===== config.mk =====
export PLATFORM = sky130hd
export DESIGN_NAME = control_unit
export DESIGN_NICKNAME = d
export VERILOG_FILES = /design/src/rtl/control_unit.sv
export SDC_FILE = /design/constraint.sdc
export NUM_CORES = 1
export LEC_CHECK = 0
export ABC_AREA = 1
export CELL_PAD_IN_SITES_DETAIL_PLACEMENT = 1
export CELL_PAD_IN_SITES_GLOBAL_PLACEMENT = 1
export CORE_ASPECT_RATIO = 1.5
export CORE_MARGIN = 2
export CORE_UTILIZATION = 22
export CTS_CLUSTER_DIAMETER = 80
export DETAILED_ROUTE_END_ITERATION = 8
export GPL_TIMING_DRIVEN = 0
export PLACE_DENSITY = 0.78
export REMOVE_ABC_BUFFERS = 1
export SLEW_MARGIN = 20
export SYNTH_ARGS = -nofsm -noshare
export SYNTH_HDL_FRONTEND = slang
export SYNTH_SLANG_ARGS = --single-unit

===== constraint.sdc =====
create_clock -name clk -period 1.2 [get_ports clk]
set_input_delay 0.3 -clock clk [delete_from_list [all_inputs] [get_ports clk]]
set_output_delay 0.3 -clock clk [all_outputs]
set_load 0.02 [all_outputs]

===== src/rtl/control_unit.sv =====
// ---------------------------------------------------------------------------
// control_unit
//   Control unit for a single-cycle ARM-subset processor. Decodes the
//   instruction fields into datapath controls. Holds the NZCV condition
//   flags. Gates the state-changing controls (PC load, register write,
//   memory write, flag write) with the condition check.
//
// Ports
//   clk        in   clock; the flag register updates on the rising edge
//   rst        in   asynchronous active-high reset, clears the flags
//   cond[3:0]  in   condition code, instruction bits [31:28]
//   alu_flags  in   {N,Z,C,V} produced by the ALU this cycle
//   op[1:0]    in   00 data-processing, 01 memory, 10 branch, 11 undefined
//   funct[5:0] in   {I, cmd[3:0], S}
//   rd[3:0]    in   destination register field
//   sh[1:0]    in   shift type: LSL, LSR, ASR, ROR
//   pc_src     out  PC loads the result (branch, or write to R15)
//   reg_write  out  register file write enable
//   mem_write  out  data memory write enable
//   mem_reg    out  writeback source: 1 memory data, 0 ALU result
//   alu_src    out  ALU operand B: 1 extended immediate, 0 register
//   imm_src    out  extender mode: 00 imm8, 01 imm12, 10 imm24
//   reg_src    out  [0] Rn address = R15, [1] Rm address = Rd
//   alu_ctrl   out  ALU operation select
// ---------------------------------------------------------------------------
module control_unit (
    input  logic       clk,
    input  logic       rst,
    input  logic [3:0] cond,
    input  logic [3:0] alu_flags,
    input  logic [1:0] op,
    input  logic [5:0] funct,
    input  logic [3:0] rd,
    input  logic [1:0] sh,
    output logic       pc_src,
    output logic       reg_write,
    output logic       mem_write,
    output logic       mem_reg,
    output logic       alu_src,
    output logic [1:0] imm_src,
    output logic [1:0] reg_src,
    output logic [3:0] alu_ctrl
);

    // ALU operation encodings
    localparam logic [3:0] ALU_ADD = 4'b0000;
    localparam logic [3:0] ALU_SUB = 4'b0001;
    localparam logic [3:0] ALU_AND = 4'b0010;
    localparam logic [3:0] ALU_ORR = 4'b0011;
    localparam logic [3:0] ALU_EOR = 4'b0100;
    localparam logic [3:0] ALU_RSB = 4'b0101;
    localparam logic [3:0] ALU_ADC = 4'b0110;
    localparam logic [3:0] ALU_SBC = 4'b0111;
    localparam logic [3:0] ALU_MOV = 4'b1000;
    localparam logic [3:0] ALU_MVN = 4'b1001;
    localparam logic [3:0] ALU_BIC = 4'b1010;
    localparam logic [3:0] ALU_LSL = 4'b1011;
    localparam logic [3:0] ALU_LSR = 4'b1100;
    localparam logic [3:0] ALU_ASR = 4'b1101;
    localparam logic [3:0] ALU_ROR = 4'b1110;

    logic [3:0] flags_r;          // {N,Z,C,V}
    logic       branch_s;
    logic       raw_reg_write_s;
    logic       raw_mem_write_s;
    logic [1:0] flag_write_s;     // [1] NZ, [1] loaded from alu_flags[3:2]; [0] CV
    logic       cond_ex_s;

    logic       i_bit_s;
    logic [3:0] cmd_s;
    logic       s_bit_s;

    assign i_bit_s = funct[5];
    assign cmd_s   = funct[4:1];
    assign s_bit_s = funct[0];

    // Evaluate an ARM condition code against an {N,Z,C,V} flag set.
    function automatic logic cond_check(input logic [3:0] c, input logic [3:0] f);
        logic n, z, cf, v;
        n  = f[3];
        z  = f[2];
        cf = f[1];
        v  = f[0];
        case (c)
            4'b0000: cond_check = z;
            4'b0001: cond_check = ~z;
            4'b0010: cond_check = cf;
            4'b0011: cond_check = ~cf;
            4'b0100: cond_check = n;
            4'b0101: cond_check = ~n;
            4'b0110: cond_check = v;
            4'b0111: cond_check = ~v;
            4'b1000: cond_check = cf & ~z;
            4'b1001: cond_check = ~cf | z;
            4'b1010: cond_check = (n == v);
            4'b1011: cond_check = (n != v);
            4'b1100: cond_check = ~z & (n == v);
            4'b1101: cond_check = z | (n != v);
            4'b1110: cond_check = 1'b1;
            default: cond_check = 1'b0;
        endcase
    endfunction

    // Flag register: cleared by reset, otherwise loads NZ / CV halves when enabled.
    always_ff @(posedge clk or posedge rst) begin
        if (rst) begin
            flags_r <= 4'b0000;
        end else begin
            if (cond_ex_s && flag_write_s[1]) begin
                flags_r[3:2] <= alu_flags[3:2];
            end
            if (cond_ex_s && flag_write_s[0]) begin
                flags_r[1:0] <= alu_flags[1:0];
            end
        end
    end

    // Condition check against the stored flags.
    always_comb begin
        cond_ex_s = cond_check(cond, flags_r);
    end

    // Main decoder: ungated controls plus the raw enables that the condition gates.
    always_comb begin
        branch_s        = 1'b0;
        raw_reg_write_s = 1'b0;
        raw_mem_write_s = 1'b0;
        flag_write_s    = 2'b00;
        mem_reg         = 1'b0;
        alu_src         = 1'b0;
        imm_src         = 2'b00;
        reg_src         = 2'b00;
        alu_ctrl        = ALU_ADD;
        case (op)
            2'b00: begin
                alu_src         = i_bit_s;
                raw_reg_write_s = 1'b1;
                case (cmd_s)
                    4'b0000: alu_ctrl = ALU_AND;
                    4'b0001: alu_ctrl = ALU_EOR;
                    4'b0010: alu_ctrl = ALU_SUB;
                    4'b0011: alu_ctrl = ALU_RSB;
                    4'b0100: alu_ctrl = ALU_ADD;
                    4'b0101: alu_ctrl = ALU_ADC;
                    4'b0110: alu_ctrl = ALU_SBC;
                    4'b1000: alu_ctrl = ALU_AND;
                    4'b1001: alu_ctrl = ALU_EOR;
                    4'b1010: alu_ctrl = ALU_SUB;
                    4'b1011: alu_ctrl = ALU_ADD;
                    4'b1100: alu_ctrl = ALU_ORR;
                    4'b1101: begin
                        // Register MOV with a non-LSL shift type becomes a pure shift.
                        if (!i_bit_s && (sh != 2'b00)) begin
                            case (sh)
                                2'b01:   alu_ctrl = ALU_LSR;
                                2'b10:   alu_ctrl = ALU_ASR;
                                2'b11:   alu_ctrl = ALU_ROR;
                                default: alu_ctrl = ALU_LSL;
                            endcase
                        end else begin
                            alu_ctrl = ALU_MOV;
                        end
                    end
                    4'b1110: alu_ctrl = ALU_BIC;
                    4'b1111: alu_ctrl = ALU_MVN;
                    default: alu_ctrl = ALU_ADD;   // cmd 0111, unsupported
                endcase
                // Compares/tests and the unsupported cmd never write a register.
                case (cmd_s)
                    4'b0111, 4'b1000, 4'b1001, 4'b1010, 4'b1011: raw_reg_write_s = 1'b0;
                    default:                                     raw_reg_write_s = 1'b1;
                endcase
                // Only arithmetic ops produce meaningful C and V.
                case (cmd_s)
                    4'b0010, 4'b0011, 4'b0100, 4'b0101, 4'b0110, 4'b1010, 4'b1011:
                        flag_write_s = {s_bit_s, s_bit_s};
                    default:
                        flag_write_s = {s_bit_s, 1'b0};
                endcase
            end
            2'b01: begin
                alu_src  = 1'b1;
                imm_src  = 2'b01;
                alu_ctrl = funct[3] ? ALU_ADD : ALU_SUB;
                if (funct[0]) begin
                    raw_reg_write_s = 1'b1;
                    mem_reg         = 1'b1;
                    reg_src         = 2'b00;
                end else begin
                    raw_mem_write_s = 1'b1;
                    reg_src         = 2'b10;
                end
            end
            2'b10: begin
                branch_s = 1'b1;
                alu_src  = 1'b1;
                imm_src  = 2'b10;
                reg_src  = 2'b01;
                alu_ctrl = ALU_ADD;
            end
            default: begin
                alu_ctrl = ALU_ADD;
            end
        endcase
    end

    // Gate the state-changing controls with the condition result.
    always_comb begin
        pc_src    = cond_ex_s & (branch_s | (raw_reg_write_s & (rd == 4'b1111)));
        reg_write = cond_ex_s & raw_reg_write_s;
        mem_write = cond_ex_s & raw_mem_write_s;
    end

endmodule


==> results of run 1 <==
==> logic make-up after synthesis <==
| kind of cell | count (synthesis) | share of synthesized area |
|---|---|---|
| AND/OR/NAND/NOR | 75 | 0.467 |
| AO/OA/AOI/OAI | 19 | 0.154 |
| buffers and inverters | 26 | 0.139 |
| flip-flops | 4 | 0.137 |
| adder cells (fa/ha/maj) | 6 | 0.103 |
==> power by group through the flow <==
stage	Clock, mW	Sequential, mW	Combinational [mW]
after floorplan	0	0.234	0.337
after global placement	0	0.249	0.541
after detailed placement	0	0.256	0.560
after CTS	0.282	0.259	0.705
after global routing	0.292	0.279	0.967
final	0.280	0.272	0.890
==> timing repair <==
action | in CTS | in global routing
pin swaps | 25 | 20
gates resized for setup | 196 | 43
setup buffers | 9 | 6
endpoints found under the setup margin | 17 | 14
==> routing by layer <==
| metal | track usage | part of all wire |
|---|---|---|
| met5 | 0 | 0 |
| met4 | 0.0631 | 0.026 |
| met3 | 0.00201 | 0.023 |
| met2 | 0.364 | 0.63 |
| met1 | 0.153 | 0.32 |
==> layout by cell type (no fill, tap or decap), types with 2 or more instances in the layout <==
cell                              synthesis  final
sky130_fd_sc_hd__dfrtp_2                  0      2
sky130_fd_sc_hd__a21boi_2                 0      2
sky130_fd_sc_hd__nor3_4                   0      3
sky130_fd_sc_hd__nand2_1                 28     17
sky130_fd_sc_hd__nor2_4                   1      7
sky130_fd_sc_hd__dfrtp_1                  4      2
sky130_fd_sc_hd__a21oi_2                  1      4
sky130_fd_sc_hd__o21ai_2                  0      2
sky130_fd_sc_hd__nand3_2                  0      6
sky130_fd_sc_hd__o21ai_0                  6      2
sky130_fd_sc_hd__buf_8                    0      5
sky130_fd_sc_hd__ha_1                     6      2
sky130_fd_sc_hd__o21ai_1                  0      2
sky130_fd_sc_hd__nand2_4                  1      5
sky130_fd_sc_hd__nor2_1                  16      9
sky130_fd_sc_hd__buf_2                    0      3
sky130_fd_sc_hd__a21oi_1                  6      2
sky130_fd_sc_hd__inv_2                    0     10
sky130_fd_sc_hd__clkdlybuf4s50_1          0      9
sky130_fd_sc_hd__nand3_1                 19     13
sky130_fd_sc_hd__buf_6                    0     12
sky130_fd_sc_hd__clkdlybuf4s15_2          0      2
sky130_fd_sc_hd__clkbuf_8                 0      3
sky130_fd_sc_hd__nand2_2                  4     11
sky130_fd_sc_hd__inv_1                   24      7
sky130_fd_sc_hd__buf_4                    1     16
sky130_fd_sc_hd__inv_4                    0      5
sky130_fd_sc_hd__ha_4                     0      3
==> synth_stat cells (all sizes together) <==
cell type  number
inv            24
clkinv          1
o221ai          1
a21oi           7
o22ai           1
nor2           17
a31oi           1
nand3          19
ha              6
buf             1
dfrtp           4
and3            1
nand2          33
nor4            1
a22oi           1
nor3            4
o21ai           6
a21boi          2
==> stage by stage <==
stage	hold WS [ps]	utilization	instances
detailed placement	516	0.358	205
CTS	294	0.452	217
global placement	496	0.358	205
global route	323	0.510	223
finish	286	0.510	223
floorplan	66.1	-	129
==> path summary, 6_finish.rpt <==
| kind | start | end | slack [ps] | cells past startpoint |
|---|---|---|---|---|
| setup / recovery | flags_r[3] | reg_write | -560 | 9 |
| hold / removal | rst | flags_r[1] | 290 | 2 |
| setup reg to reg | flags_r[0] | flags_r[2] | -290 | 7 |
| hold reg to reg | flags_r[0] | flags_r[0] | 550 | 2 |
| max in group asynchronous | rst | flags_r[0] | 740 | 2 |
| min in group clk | flags_r[0] | flags_r[0] | 550 | 2 |
==> final cells by class <==
type | instances | area share
Timing Repair Buffer | 51 | 0.311
Sequential cell | 4 | 0.0637
Inverter | 25 | 0.0738
Clock buffer | 3 | 0.0256
Multi-Input combinational cell | 100 | 0.495
Tap cell | 40 | 0.0311
==> run metrics, run 1 <==
number of flip-flops under the largest register name 4; setup repair after global routing missed its margin yes; routed wirelength normalized by instance count 15.2 um; half-perimeter wire length after detailed placement 2180 um; power share of the combinational group 0.617; share of the synthesized area in the top cell type 0.144; number of H-tree levels 1; register bit total from synthesis 4; cell family contributing the most delay on the critical path simple AND/OR/NAND/NOR gates; Syn. warnings 0; clk sink count 4; antenna viol nets, final 0; clock-pin slew on the worst setup and hold paths 30 ps; first-pass GRT wire length 4820 um; outcome finished with violations; number of hold violations in the final report 0; final wirelength 3390 um; overall via count from detail_route 1085; library cell occupying the most area in the post-synthesis netlist sky130_fd_sc_hd__nand2_1; final setup margin -559 ps; Cell Int Power 0.815 mW; DP Worst Slack -1450 ps; actual slew at the worst max-slew pin 258 ps; period utilisation layout 1.47; Max VDD drop 0.000381 V; Remaining Overflow, GRT 0; count of unique library cells instantiated by Yosys 22; switching power 0.627 mW; Port-buffer cells 36; portion of total power attributed to the clock network 0.194; area enclosed by the die boundary 3800 sq um; Clock Latency Late Sink 210 ps; max incr delay on CP 410 ps; switching power as a share of total power 0.435; number of antenna violations at the first check in global routing 0; arrival time at the worst endpoint 1460 ps; syn_area_per_cell 5.61 sq um; Worst slew margin 0.827; area grow syn2layout 121%; type of the worst setup path reg -> out; detail-routed via count per cell 4.87; root buffer cell sky130_fd_sc_hd__clkbuf_8; Max stage delay cell, worst path sky130_fd_sc_hd__dfrtp_1; Seq pwr share 0.189; multi-input gate area in the final layout 797 sq um; number of max-slew violations in the final report 0; number of buffers on the longest clock path 2; register with the most flip-flops flags_r; total negative slack for setup checks -3760 ps; total cell area at the placement stage 1130 sq um; largest net degree at the start of global routing 8; Power Dens Cells 894 nW/um^2; failing checks setup timing; clock tree from TritonCTS built; number of global-route vias before repair 1107; Die Y 74.5 um; synth top area cells sky130_fd_sc_hd__nand2_1 (14%), sky130_fd_sc_hd__dfrtp_1 (14%), sky130_fd_sc_hd__nand3_1 (13%); LEAKAGE 0.756 nW; final worst clock skew 0.754 ps; number of maximum-capacitance constraint violations 0; Setup Viol. Count Final 13; Ports 37; CORE AREA 3160 sq um; nets@finish 215; fraction of layout instances using a drive strength above 1 0.612; Max Clk Rate 569 MHz; required arrival time at the worst endpoint 900 ps; Sequential Area 103 sq um; top flop regs flags_r x4; path class of the lowest-slack min-delay path in -> async; gate count of the mapped netlist 130; Die Span X 51.0 um; sort of element at the end of the critical path output pin; post-route cell area 1610 sq um; startpoint class of the critical path flip-flop; Cell Rows 25; first-iteration detailed-routing DRC count 12; total routing usage reported by global routing 0.165; number of hold-repair buffers added at the cts stage 0; Remaining DRCs 0; Tmin final 1760 ps; post-synthesis instance area 729 sq um; Filler cells 390; GP Congestion 0.750; Worst Path Max Fanout 4; cell chain of the critical path inv_2, nand2_2, nand3_2, nand2_1, nand2_1, nand2_2, nor2_4, a21boi_2, buf_4; Diodes inserted 0; buffers and inverters on the worst path 2; initial core utilization 0.231; Final Total Pwr 1.44 mW; sequential area share after synthesis 0.137; number of buffers added by the clock tree synthesis step 3; detailed-routing iteration count for the pre-antenna-repair pass 4
(Power assumes the default switching activity.)
==> run 2: changes to the inputs <==
Settings changed: GPL_ROUTABILITY_DRIVEN set to 0.
==> results of run 2 <==
Same layout as run 1: the final DEF is identical, and so are final timing and power.
==> run 3: changes to the inputs <==
Settings changed: PLACE_DENSITY 0.78 to 0.82.
==> run 3 against run 2 <==
Effect of this change: the run still ends with setup timing left; worst setup slack improved by 2.9 ps; sequential power is 6% lower; design area grew 5.0%; clock-buffer cell count did not move; first-iteration DRC count up 8.3%; clock skew increased by 0.52 ps; core utilization up 2.5 points; critical path depth is 2 lower; hold slack got worse by 7.0 ps; die area unchanged; power grew 0.71%.
==> run metrics, run 3 (synthesized netlist as in run 1, its figures left out) <==
actual slew at the worst max-slew pin 336 ps (was 258 ps); number of global-route vias before repair 1148 (was 1107); number of standard cells in the layout, taps in and fillers out 226 (was 223); r2r setup slk -270 ps (was -290 ps); most frequent cells in the layout sky130_fd_sc_hd__nand2_1 (20), sky130_fd_sc_hd__buf_4 (15), sky130_fd_sc_hd__buf_6 (14) (was sky130_fd_sc_hd__nand2_1 (17), sky130_fd_sc_hd__buf_4 (16), sky130_fd_sc_hd__nand3_1 (13)); Max stage delay cell, worst path sky130_fd_sc_hd__clkdlybuf4s15_1 (was sky130_fd_sc_hd__dfrtp_1); Diodes inserted 0 (unchanged); detailed-routing iteration count for the pre-antenna-repair pass 4 (unchanged); largest net degree at the start of global routing 8 (unchanged); first-pass GRT wire length 5050 um (was 4820 um); clk sink count 4 (unchanged); number of buffers on the longest clock path 2 (unchanged); Filler cells 387 (was 390); Worst slew margin 0.775 (was 0.827); CORE AREA 3160 sq um (unchanged); total routing usage reported by global routing 0.174 (was 0.165); number of max-slew violations in the final report 0 (unchanged); detail-routed via count per cell 4.90 (was 4.87); half-perimeter wire length after detailed placement 2270 um (was 2180 um); number of buffers added by the clock tree synthesis step 3 (unchanged); Power Dens Cells 858 nW/um^2 (was 894 nW/um^2); Die Span X 51.0 um (unchanged); Cell Rows 25 (unchanged); Placed Instances 205 (unchanged); final worst clock skew 1.27 ps (was 0.754 ps); Clock Latency Late Sink 220 ps (was 210 ps); Remaining DRCs 0 (unchanged); failing checks setup timing (unchanged); routed wirelength normalized by instance count 16.6 um (was 15.2 um); Port-buffer cells 36 (unchanged); LEAKAGE 0.790 nW (was 0.756 nW); cell chain of the critical path clkdlybuf4s15_1, inv_2, nand3_1, nand3_1, a21oi_4, a21boi_1, buf_4 (was inv_2, nand2_2, nand3_2, nand2_1, nand2_1, nand2_2, nor2_4, a21boi_2, buf_4); reg-to-reg startpoint flags_r[0] (unchanged); root buffer cell sky130_fd_sc_hd__clkbuf_8 (unchanged); Die Y 74.5 um (unchanged); number of flip-flops under the largest register name 4 (unchanged); Max Clk Rate 570 MHz (was 569 MHz); sort of element at the end of the critical path output pin (unchanged); setup repair after global routing missed its margin yes (unchanged); max incr delay on CP 320 ps (was 410 ps); clock-pin slew on the worst setup and hold paths 30 ps (about the same); final setup margin -556 ps (was -559 ps); overall via count from detail_route 1107 (was 1085); path class of the lowest-slack min-delay path in -> async (unchanged); CP most frequent cell sky130_fd_sc_hd__nand3_1; number of hold violations in the final report 0 (unchanged); Worst Path Max Fanout 6 (was 4); number of H-tree levels 1 (unchanged); Remaining Overflow, GRT 0 (unchanged); register with the most flip-flops flags_r (unchanged); nets@finish 218 (was 215); worst hold-check slack 279 ps (was 286 ps); capturing point of the worst reg2reg path flags_r[2] (unchanged); type of the worst setup path in -> out (was reg -> out); logic depth of the worst register-to-register path 8 (was 7); area enclosed by the die boundary 3800 sq um (unchanged); fraction of layout instances using a drive strength above 1 0.597 (was 0.612); period utilisation layout 1.46 (was 1.47); startpoint class of the critical path input port (was flip-flop); Max VDD drop 0.000403 V (was 0.000381 V); Final Total Pwr 1.45 mW (was 1.44 mW); initial core utilization 0.231 (unchanged); top flop regs flags_r x4 (unchanged); antenna viol nets, final 0 (unchanged); first-iteration detailed-routing DRC count 13 (was 12); Ports 37 (unchanged); number of antenna violations at the first check in global routing 0 (unchanged); number of hold-repair buffers added at the cts stage 0 (unchanged); required arrival time at the worst endpoint 900 ps (about the same); clock tree from TritonCTS built (unchanged); Tmin final 1760 ps (about the same); number of maximum-capacitance constraint violations 0 (unchanged); arrival time at the worst endpoint 1460 ps (about the same); Setup Viol. Count Final 15 (was 13); area grow syn2layout 132% (was 121%); commonest non-fill, non-tap cell in the layout sky130_fd_sc_hd__nand2_1 (unchanged); outcome finished with violations (unchanged); final wirelength 3760 um (was 3390 um)
## run 3: changes by cell type in the layout (fill, tap and decap cells not counted), sizes merged
cell,previous run,this run
buf,37,39
clkdlybuf4s15,3,2
clkbuf,4,6
## run 3: final cells by class
class,count,area [sq um],share of cell area
multi-input cells,100,813,0.481
repair buffers,54,551,0.325
inverters,25,136,0.0806
flip-flops and latches,4,100,0.0592
well taps,40,50.0,0.0296
clock buffers,3,41.3,0.0244
## run 3: worst max-delay path, delay by kind of cell
kind,cells,cell delay [ps]
buffers and inverters,3,580
and+or+nand+nor,2,230
AOI/OAI and AO/OA,2,330
## run 3: worst max path at each step
stage | start | to | slack [ps] | depth (start not counted)
6_report | cond[3] | reg_write | -560 | 7
5_1_grt | op[0] | pc_src | -670 | 8
4_1_cts | flags_r[3] | pc_src | -530 | 9
3_5_place_dp | op[0] | pc_src | -1510 | 8
3_3_place_gp | op[0] | pc_src | -1450 | 8
2_1_floorplan | op[1] | mem_write | -720 | 5
## run 3: per-layer routing
metal | track usage | vias up | share of wire | wire (um)
li1 | - | 532 | - | -
met1 | 0.163 | 544 | 0.34 | 1270
met2 | 0.374 | 27 | 0.63 | 2360
met3 | 0.00803 | 4 | 0.026 | 98
met4 | 0.0721 | 0 | 0.0093 | 35
met5 | 0 | - | 0 | 0
## run 3: report_power, final
group / switching, mW / internal, mW
combinational: 0.498 / 0.415
sequential: 0.0664 / 0.189
clock: 0.0690 / 0.214
## run 3: per-stage QoR
step,TNS [ps],util,worst slack (ps),area [sq um]
CTS,-3560,0.447,-535,1410
floorplan,-2710,-,-718,722
detailed placement,-17560,0.358,-1510,1130
finish,-3900,0.535,-556,1690
global route,-4900,0.535,-671,1690
global placement,-16690,0.358,-1450,1130
## run 3: repair_timing
item                                    CTS  global route
gates cloned                              0             0
pin swaps                                23            26
endpoints found under the setup margin   17            15
buffers inserted                          7            12
gates resized for setup                 188            64
